File: src/rtl/calc_opcode_encoder.sv
// calc_opcode_encoder: pushbutton front-end for the 4-bit calculator.
// Debounces NEXT/COMMIT and steps through the five operations. On a COMMIT
// press it latches operands A/B from the switches and issues one {OP,A,B}
// beat over a valid/ready handshake.
// Optional feature macro: AUTO_REPEAT_EN (auto-repeat of NEXT while held).

// Per-button synchronizer + debouncer. The output level is active-high (1 = pressed).
module calc_debounce #(
    parameter int CYCLES = 500000
) (
    input  logic clk,
    input  logic rst_n,
    input  logic btn_n,
    output logic pressed
);
    localparam int CW = (CYCLES > 1) ? $clog2(CYCLES) : 1;

    logic [1:0]    sync_q;
    logic [CW-1:0] cnt;
    logic          lvl;

    assign lvl = ~sync_q[1];

    // Two-flop synchronizer. It resets to the released (high) level.
    always_ff @(posedge clk or negedge rst_n) begin
        if (!rst_n) sync_q <= 2'b11;
        else        sync_q <= {sync_q[0], btn_n};
    end

    // Accept a new level only after it has stayed stable for CYCLES cycles.
    // Any return to the accepted level restarts the count.
    always_ff @(posedge clk or negedge rst_n) begin
        if (!rst_n) begin
            cnt     <= '0;
            pressed <= 1'b0;
        end else if (lvl == pressed) begin
            cnt <= '0;
        end else if (cnt == CW'(CYCLES - 1)) begin
            pressed <= lvl;
            cnt     <= '0;
        end else begin
            cnt <= cnt + 1'b1;
        end
    end
endmodule

module calc_opcode_encoder #(
    parameter int DEBOUNCE_CYCLES = 500000,
    parameter int REPEAT_CYCLES   = 25000000
) (
    input  logic       CLOCK_50,
    input  logic       RST_N,
    input  logic [1:0] BTN_N,
    input  logic [7:0] SW,
    output logic [2:0] OP,
    output logic [3:0] A,
    output logic [3:0] B,
    output logic       VALID,
    input  logic       READY,
    output logic [2:0] SEL
);
    typedef enum logic [1:0] {IDLE, ISSUE, WAIT_REL} state_t;

    state_t     state_q, state_d;
    logic [1:0] db, db_q, press;
    logic [2:0] sel_d;
    logic       latch;
    logic       rep_tick;

    // Map the operation index to the calculator's KEY-style opcode.
    function automatic logic [2:0] encode(input logic [2:0] s);
        case (s)
            3'd0:    encode = 3'b000;
            3'd1:    encode = 3'b001;
            3'd2:    encode = 3'b101;
            3'd3:    encode = 3'b110;
            3'd4:    encode = 3'b010;
            default: encode = 3'b000;
        endcase
    endfunction

    for (genvar i = 0; i < 2; i++) begin : g_btn
        calc_debounce #(.CYCLES(DEBOUNCE_CYCLES)) u_db (
            .clk     (CLOCK_50),
            .rst_n   (RST_N),
            .btn_n   (BTN_N[i]),
            .pressed (db[i])
        );
    end

    // Previous debounced level. It is used to turn each press into a one-cycle event.
    always_ff @(posedge CLOCK_50 or negedge RST_N) begin
        if (!RST_N) db_q <= 2'b00;
        else        db_q <= db;
    end

    assign press = db & ~db_q;
    assign VALID = (state_q == ISSUE);

`ifdef AUTO_REPEAT_EN
    localparam int RW = (REPEAT_CYCLES > 1) ? $clog2(REPEAT_CYCLES) : 1;
    logic [RW-1:0] rep_cnt;

    // Hold timer for NEXT. It is cleared on release or whenever the FSM is outside IDLE.
    always_ff @(posedge CLOCK_50 or negedge RST_N) begin
        if (!RST_N)                          rep_cnt <= '0;
        else if (state_q != IDLE || !db[0])  rep_cnt <= '0;
        else if (rep_cnt == RW'(REPEAT_CYCLES - 1)) rep_cnt <= '0;
        else                                 rep_cnt <= rep_cnt + 1'b1;
    end

    assign rep_tick = (state_q == IDLE) && db[0] && (rep_cnt == RW'(REPEAT_CYCLES - 1));
`else
    assign rep_tick = 1'b0;
`endif

    // Next-state logic. COMMIT beats NEXT in IDLE, and NEXT is ignored in other states.
    always_comb begin
        state_d = state_q;
        sel_d   = SEL;
        latch   = 1'b0;
        case (state_q)
            IDLE: begin
                if (press[1]) begin
                    latch   = 1'b1;
                    state_d = ISSUE;
                end else if (press[0] || rep_tick) begin
                    sel_d = (SEL == 3'd4) ? 3'd0 : SEL + 3'd1;
                end
            end
            ISSUE:    if (READY) state_d = WAIT_REL;
            WAIT_REL: if (!db[1]) state_d = IDLE;
            default:  state_d = IDLE;
        endcase
    end

    // State, selection/opcode and operand registers. OP always tracks SEL.
    always_ff @(posedge CLOCK_50 or negedge RST_N) begin
        if (!RST_N) begin
            state_q <= IDLE;
            SEL     <= 3'd0;
            OP      <= 3'b000;
            A       <= 4'd0;
            B       <= 4'd0;
        end else begin
            state_q <= state_d;
            SEL     <= sel_d;
            OP      <= encode(sel_d);
            if (latch) begin
                A <= SW[7:4];
                B <= SW[3:0];
            end
        end
    end
endmodule

File: config.mk
export PLATFORM = sky130hd
export DESIGN_NAME = calc_opcode_encoder
export DESIGN_NICKNAME = d
export VERILOG_FILES = /design/src/rtl/calc_opcode_encoder.sv
export SDC_FILE = /design/constraint.sdc
export NUM_CORES = 1
export LEC_CHECK = 0
export BUFFER_PORTS_ARGS = -buffer_cell sky130_fd_sc_hd__clkbuf_2
export CORE_AREA = 2 2 80 101
export CTS_CLUSTER_DIAMETER = 150
export CTS_CLUSTER_SIZE = 16
export DETAILED_ROUTE_END_ITERATION = 7
export DIE_AREA = 0 0 82 103
export HOLD_SLACK_MARGIN = 0.12
export PLACE_DENSITY = 0.67
export SKIP_LAST_GASP = 1
export SYNTH_ARGS = -nofsm -noshare
export SYNTH_HDL_FRONTEND = slang
export SYNTH_SLANG_ARGS = --single-unit
File: constraint.sdc
create_clock -name CLOCK_50 -period 2.2 [get_ports CLOCK_50]
set_input_delay 0.55 -clock CLOCK_50 [delete_from_list [all_inputs] [get_ports CLOCK_50]]
set_output_delay 0.55 -clock CLOCK_50 [all_outputs]
set_load 0.01 [all_outputs]
==> flow_summary.toml <==
[route]
remaining_drc_errors = 0
wl_cell_microns = 12.9
ant_nets = 0
drt_first_iter_violations = 80
dr.max_layer_used = "met4"
routed-wl-met3_microns = 154
detail_route.wirelength.met1_microns = 2410
wl_met2_microns = 2670
vias = 2115
drt-total-wl_microns = 5300
drtPass1Iterations = 4
vias_per_cell = 5.15

[place]
port_buf_inserts = 27
gp_congestion = 0.867
hpwl_microns = 3660
postPlaceCellArea_sq_mm = 0.00319

[yosys]
post_synthesis_mean_instance_area_sq_um = 10.7
synth_cells = 269
mappedNetlistArea_sq_mm = 0.00289
synth.ff_latch_count = 62
yosys_most_used_dff = "sky130_fd_sc_hd__dfrtp_1"
synth_cell_type_count = 43
synth_enable_flop_cells = 0
mappedNetlistNets = 286
yosysWarningCount = 0
postSynth.asyncResetShare = 1.00
synth-seq-area-share = 0.539

[timing]
fmax_mhz = 497
hold_viol = 0
relSlewSlack = 0.667
worst_hold_slack_ns = 0.214
slew_viol_final = 0
finalClockSkew_ns = 0.00790
fin_setup_tns_ns = 0
post-route-min-period_ns = 2.01
tightestPinTransition_ns = 0.496
min_period_over_period = 0.915
rsz0062_at_grt = "false"
setup_viol = 0

[power]
power.share.clock = 0.493
power.static_leakage_nw = 1.48
net-switching-power_w = 0.000513
power_report.internal_total_w = 0.00193
overall_power_of_the_completed_layout_w = 0.00244
comb_power_frac = 0.029
cellPowerDensity_mw_per_mm2 = 711
sequentialPowerShare = 0.478
power.switching_fraction = 0.210
irDropWorstVdd_mv = 0.391

[layout]
multi_input_comb_area_sq_mm = 0.00126
finish.instance_area_sq_mm = 0.00343
final_layout_size_suffix_gt1_frac = 0.234
final-seq-area_sq_mm = 0.00156
fin_nets = 328
layout.filler_cells = 715
antenna_cells_inserted = 0
area.growth.synth_to_final_pct = 18.8

[grt]
maximum_number_of_pins_on_one_net_before_global_route_repair = 63
track_usage = 0.139
antenna_violations_before_repair = 0
first_pass_grt_wire_length_microns = 8900
global_route.overflow_total = 0
first_global_vias = 2032

[run_status]
outcome = "finished, final reports clean"

[floorplanning]
floorplan.die.width_microns = 82
design.die.area_sq_mm = 0.00845
die_h_microns = 103
coreArea_sq_mm = 0.00757
fp-row-count = 36
initial_core_util = 0.382
io_pins = 28

[worst_setup_path]
start_kind = "flop"
worst-endpoint-arrival_ns = 2.24
setup.worst_path.class = "reg2reg"
timing.critical_path.cells = "or4_1 -> or4_4 -> o21ai_4 -> buf_4 -> nor2_1"
worstPathRequired_ns = 2.42
crit_path_end_kind = "flop"
critical-path-max-stage-delay_ns = 0.55
critical_path_peak_fanout = 10
crit_slowest_cell = "sky130_fd_sc_hd__or4_4"

[clock_tree]
htree_num_levels = 3
insertion_delay_of_the_later_clocked_pin_in_the_worst_skew_pair_ns = 0.34
number_of_hold_repair_buffers_added_at_the_cts_stage = 0
cts_resized = 0
clock_tree_sinks = 62
cts_post_setup_buffers_inserted = 0
cts_buffers = 9
worst_setup_hold_path_clk_slew_ns = 0.07
clock_tree_from_tritoncts = "done"
cts_root_buffer = "sky130_fd_sc_hd__clkbuf_8"
cts_max_path_buffers = 2

[job]
maxCapViolCount = 0

[worst_hold_path]
tightest_hold_check_type = "in2async"
## kinds of logic after synthesis
group / count (synthesis) / synth area share
flops: 62 / 0.539
simple gates: 111 / 0.213
xor+xnor: 27 / 0.0819
buf+inv: 16 / 0.0243
compound gates: 37 / 0.0788
mux: 12 / 0.0459
fa+ha+maj: 4 / 0.0173
## final timing paths
| check | to | slack (ns) | cells past startpoint | from |
|---|---|---|---|---|
| min reg2reg | g_btn[1].u_db.sync_q[1]$_DFF_PN1_ | 0.36 | 0 | g_btn[1].u_db.sync_q[0]$_DFF_PN1_ |
| max reg2reg | g_btn[1].u_db.cnt[3]$_DFF_PN0_ | 0.19 | 5 | g_btn[1].u_db.cnt[9]$_DFF_PN0_ |
| max | g_btn[1].u_db.cnt[3]$_DFF_PN0_ | 0.19 | 5 | g_btn[1].u_db.cnt[9]$_DFF_PN0_ |
| max in group asynchronous | g_btn[1].u_db.sync_q[0]$_DFF_PN1_ | 1.68 | 2 | RST_N |
| min | g_btn[0].u_db.cnt[0]$_DFF_PN0_ | 0.21 | 2 | RST_N |
| min in group CLOCK_50 | g_btn[0].u_db.sync_q[0]$_DFF_PN1_ | 0.30 | 1 | BTN_N[0] |
## power by group through the flow
stage	clock [W]	combinational (W)	sequential, W
3_3_place_gp	0	0.0000725	0.00119
2_1_floorplan	0	0.0000286	0.00119
3_5_place_dp	0	0.0000745	0.00119
4_1_cts	0.00124	0.0000751	0.00117
5_1_grt	0.00130	0.0000842	0.00117
6_report	0.00120	0.0000713	0.00117
## layout by cell type, fill, tap and decap left out, types with 2 or more instances in the layout
cell type,n
sky130_fd_sc_hd__a21oi_1,13
sky130_fd_sc_hd__and2_1,2
sky130_fd_sc_hd__and4_1,4
sky130_fd_sc_hd__buf_4,8
sky130_fd_sc_hd__bufinv_16,3
sky130_fd_sc_hd__clkbuf_2,27
sky130_fd_sc_hd__clkbuf_8,9
sky130_fd_sc_hd__clkinv_2,3
sky130_fd_sc_hd__dfrtp_1,58
sky130_fd_sc_hd__dfstp_2,4
sky130_fd_sc_hd__ha_1,4
sky130_fd_sc_hd__inv_1,11
sky130_fd_sc_hd__mux2_2,10
sky130_fd_sc_hd__mux2i_1,2
sky130_fd_sc_hd__nand2_1,12
sky130_fd_sc_hd__nand2b_1,4
sky130_fd_sc_hd__nand3_1,8
sky130_fd_sc_hd__nand4_1,12
sky130_fd_sc_hd__nor2_1,33
sky130_fd_sc_hd__nor2b_1,2
sky130_fd_sc_hd__nor3_1,4
sky130_fd_sc_hd__nor4_1,5
sky130_fd_sc_hd__o21ai_0,10
sky130_fd_sc_hd__o21ai_1,2
sky130_fd_sc_hd__o221ai_1,2
sky130_fd_sc_hd__o31ai_1,4
sky130_fd_sc_hd__or2_2,2
sky130_fd_sc_hd__or3_1,9
sky130_fd_sc_hd__or4_1,6
sky130_fd_sc_hd__xnor2_1,16
sky130_fd_sc_hd__xor2_1,11
## routing by layer
metal  vias up  GRT usage
li1       1043          -
met1      1039      0.169
met2        26      0.219
met3         7     0.0508
met4         0     0.0603
met5         -          0
## cells in the mapped netlist (5+ instances only)
cell / n / area (sq um)
sky130_fd_sc_hd__o21ai_0: 10 / 50.1
sky130_fd_sc_hd__nor2_1: 33 / 124
sky130_fd_sc_hd__inv_1: 11 / 41.3
sky130_fd_sc_hd__xor2_1: 11 / 96.3
sky130_fd_sc_hd__nand2_1: 12 / 45.0
sky130_fd_sc_hd__or4_1: 6 / 45.0
sky130_fd_sc_hd__nor4_1: 5 / 31.3
sky130_fd_sc_hd__mux2_2: 10 / 113
sky130_fd_sc_hd__or3_1: 9 / 56.3
sky130_fd_sc_hd__dfrtp_1: 58 / 1450
sky130_fd_sc_hd__a21oi_1: 13 / 65.1
sky130_fd_sc_hd__nand3_1: 8 / 40.0
sky130_fd_sc_hd__nand4_1: 12 / 75.1
sky130_fd_sc_hd__xnor2_1: 16 / 140
## stage by stage
| stage | util | instances | setup WS (ns) |
|---|---|---|---|
| finish | 0.453 | 411 | 0.187 |
| global route | 0.453 | 411 | 0.104 |
| CTS | 0.453 | 411 | 0.202 |
| detailed placement | 0.422 | 395 | 0.217 |
| global placement | 0.422 | 395 | 0.265 |
| floorplan | - | 269 | 0.227 |
## flip-flops by register name, indices dropped and copies added (netlist names)
signal              count
A                       4
B                       4
OP                      3
SEL                     3
db_q                    2
g_btn.u_db.cnt         38
g_btn.u_db.pressed      2
g_btn.u_db.sync_q       4
state_q                 2
## final cells by class
cell class	instances	share of cell area
Sequential cell	62	0.454
Multi-Input combinational cell	191	0.368
Timing Repair Buffer	36	0.0627
Clock buffer	9	0.0361
Tap cell	95	0.0346
Clock inverter	7	0.0328
Inverter	11	0.0120
## worst max-delay path: cells and delay by family, from the launching register on
kind	cells	cell delay [ns]
compound gates	1	0.14
buf+inv	1	0.19
flops	1	0.42
simple gates	3	1.14
(Power assumes the default switching activity.)
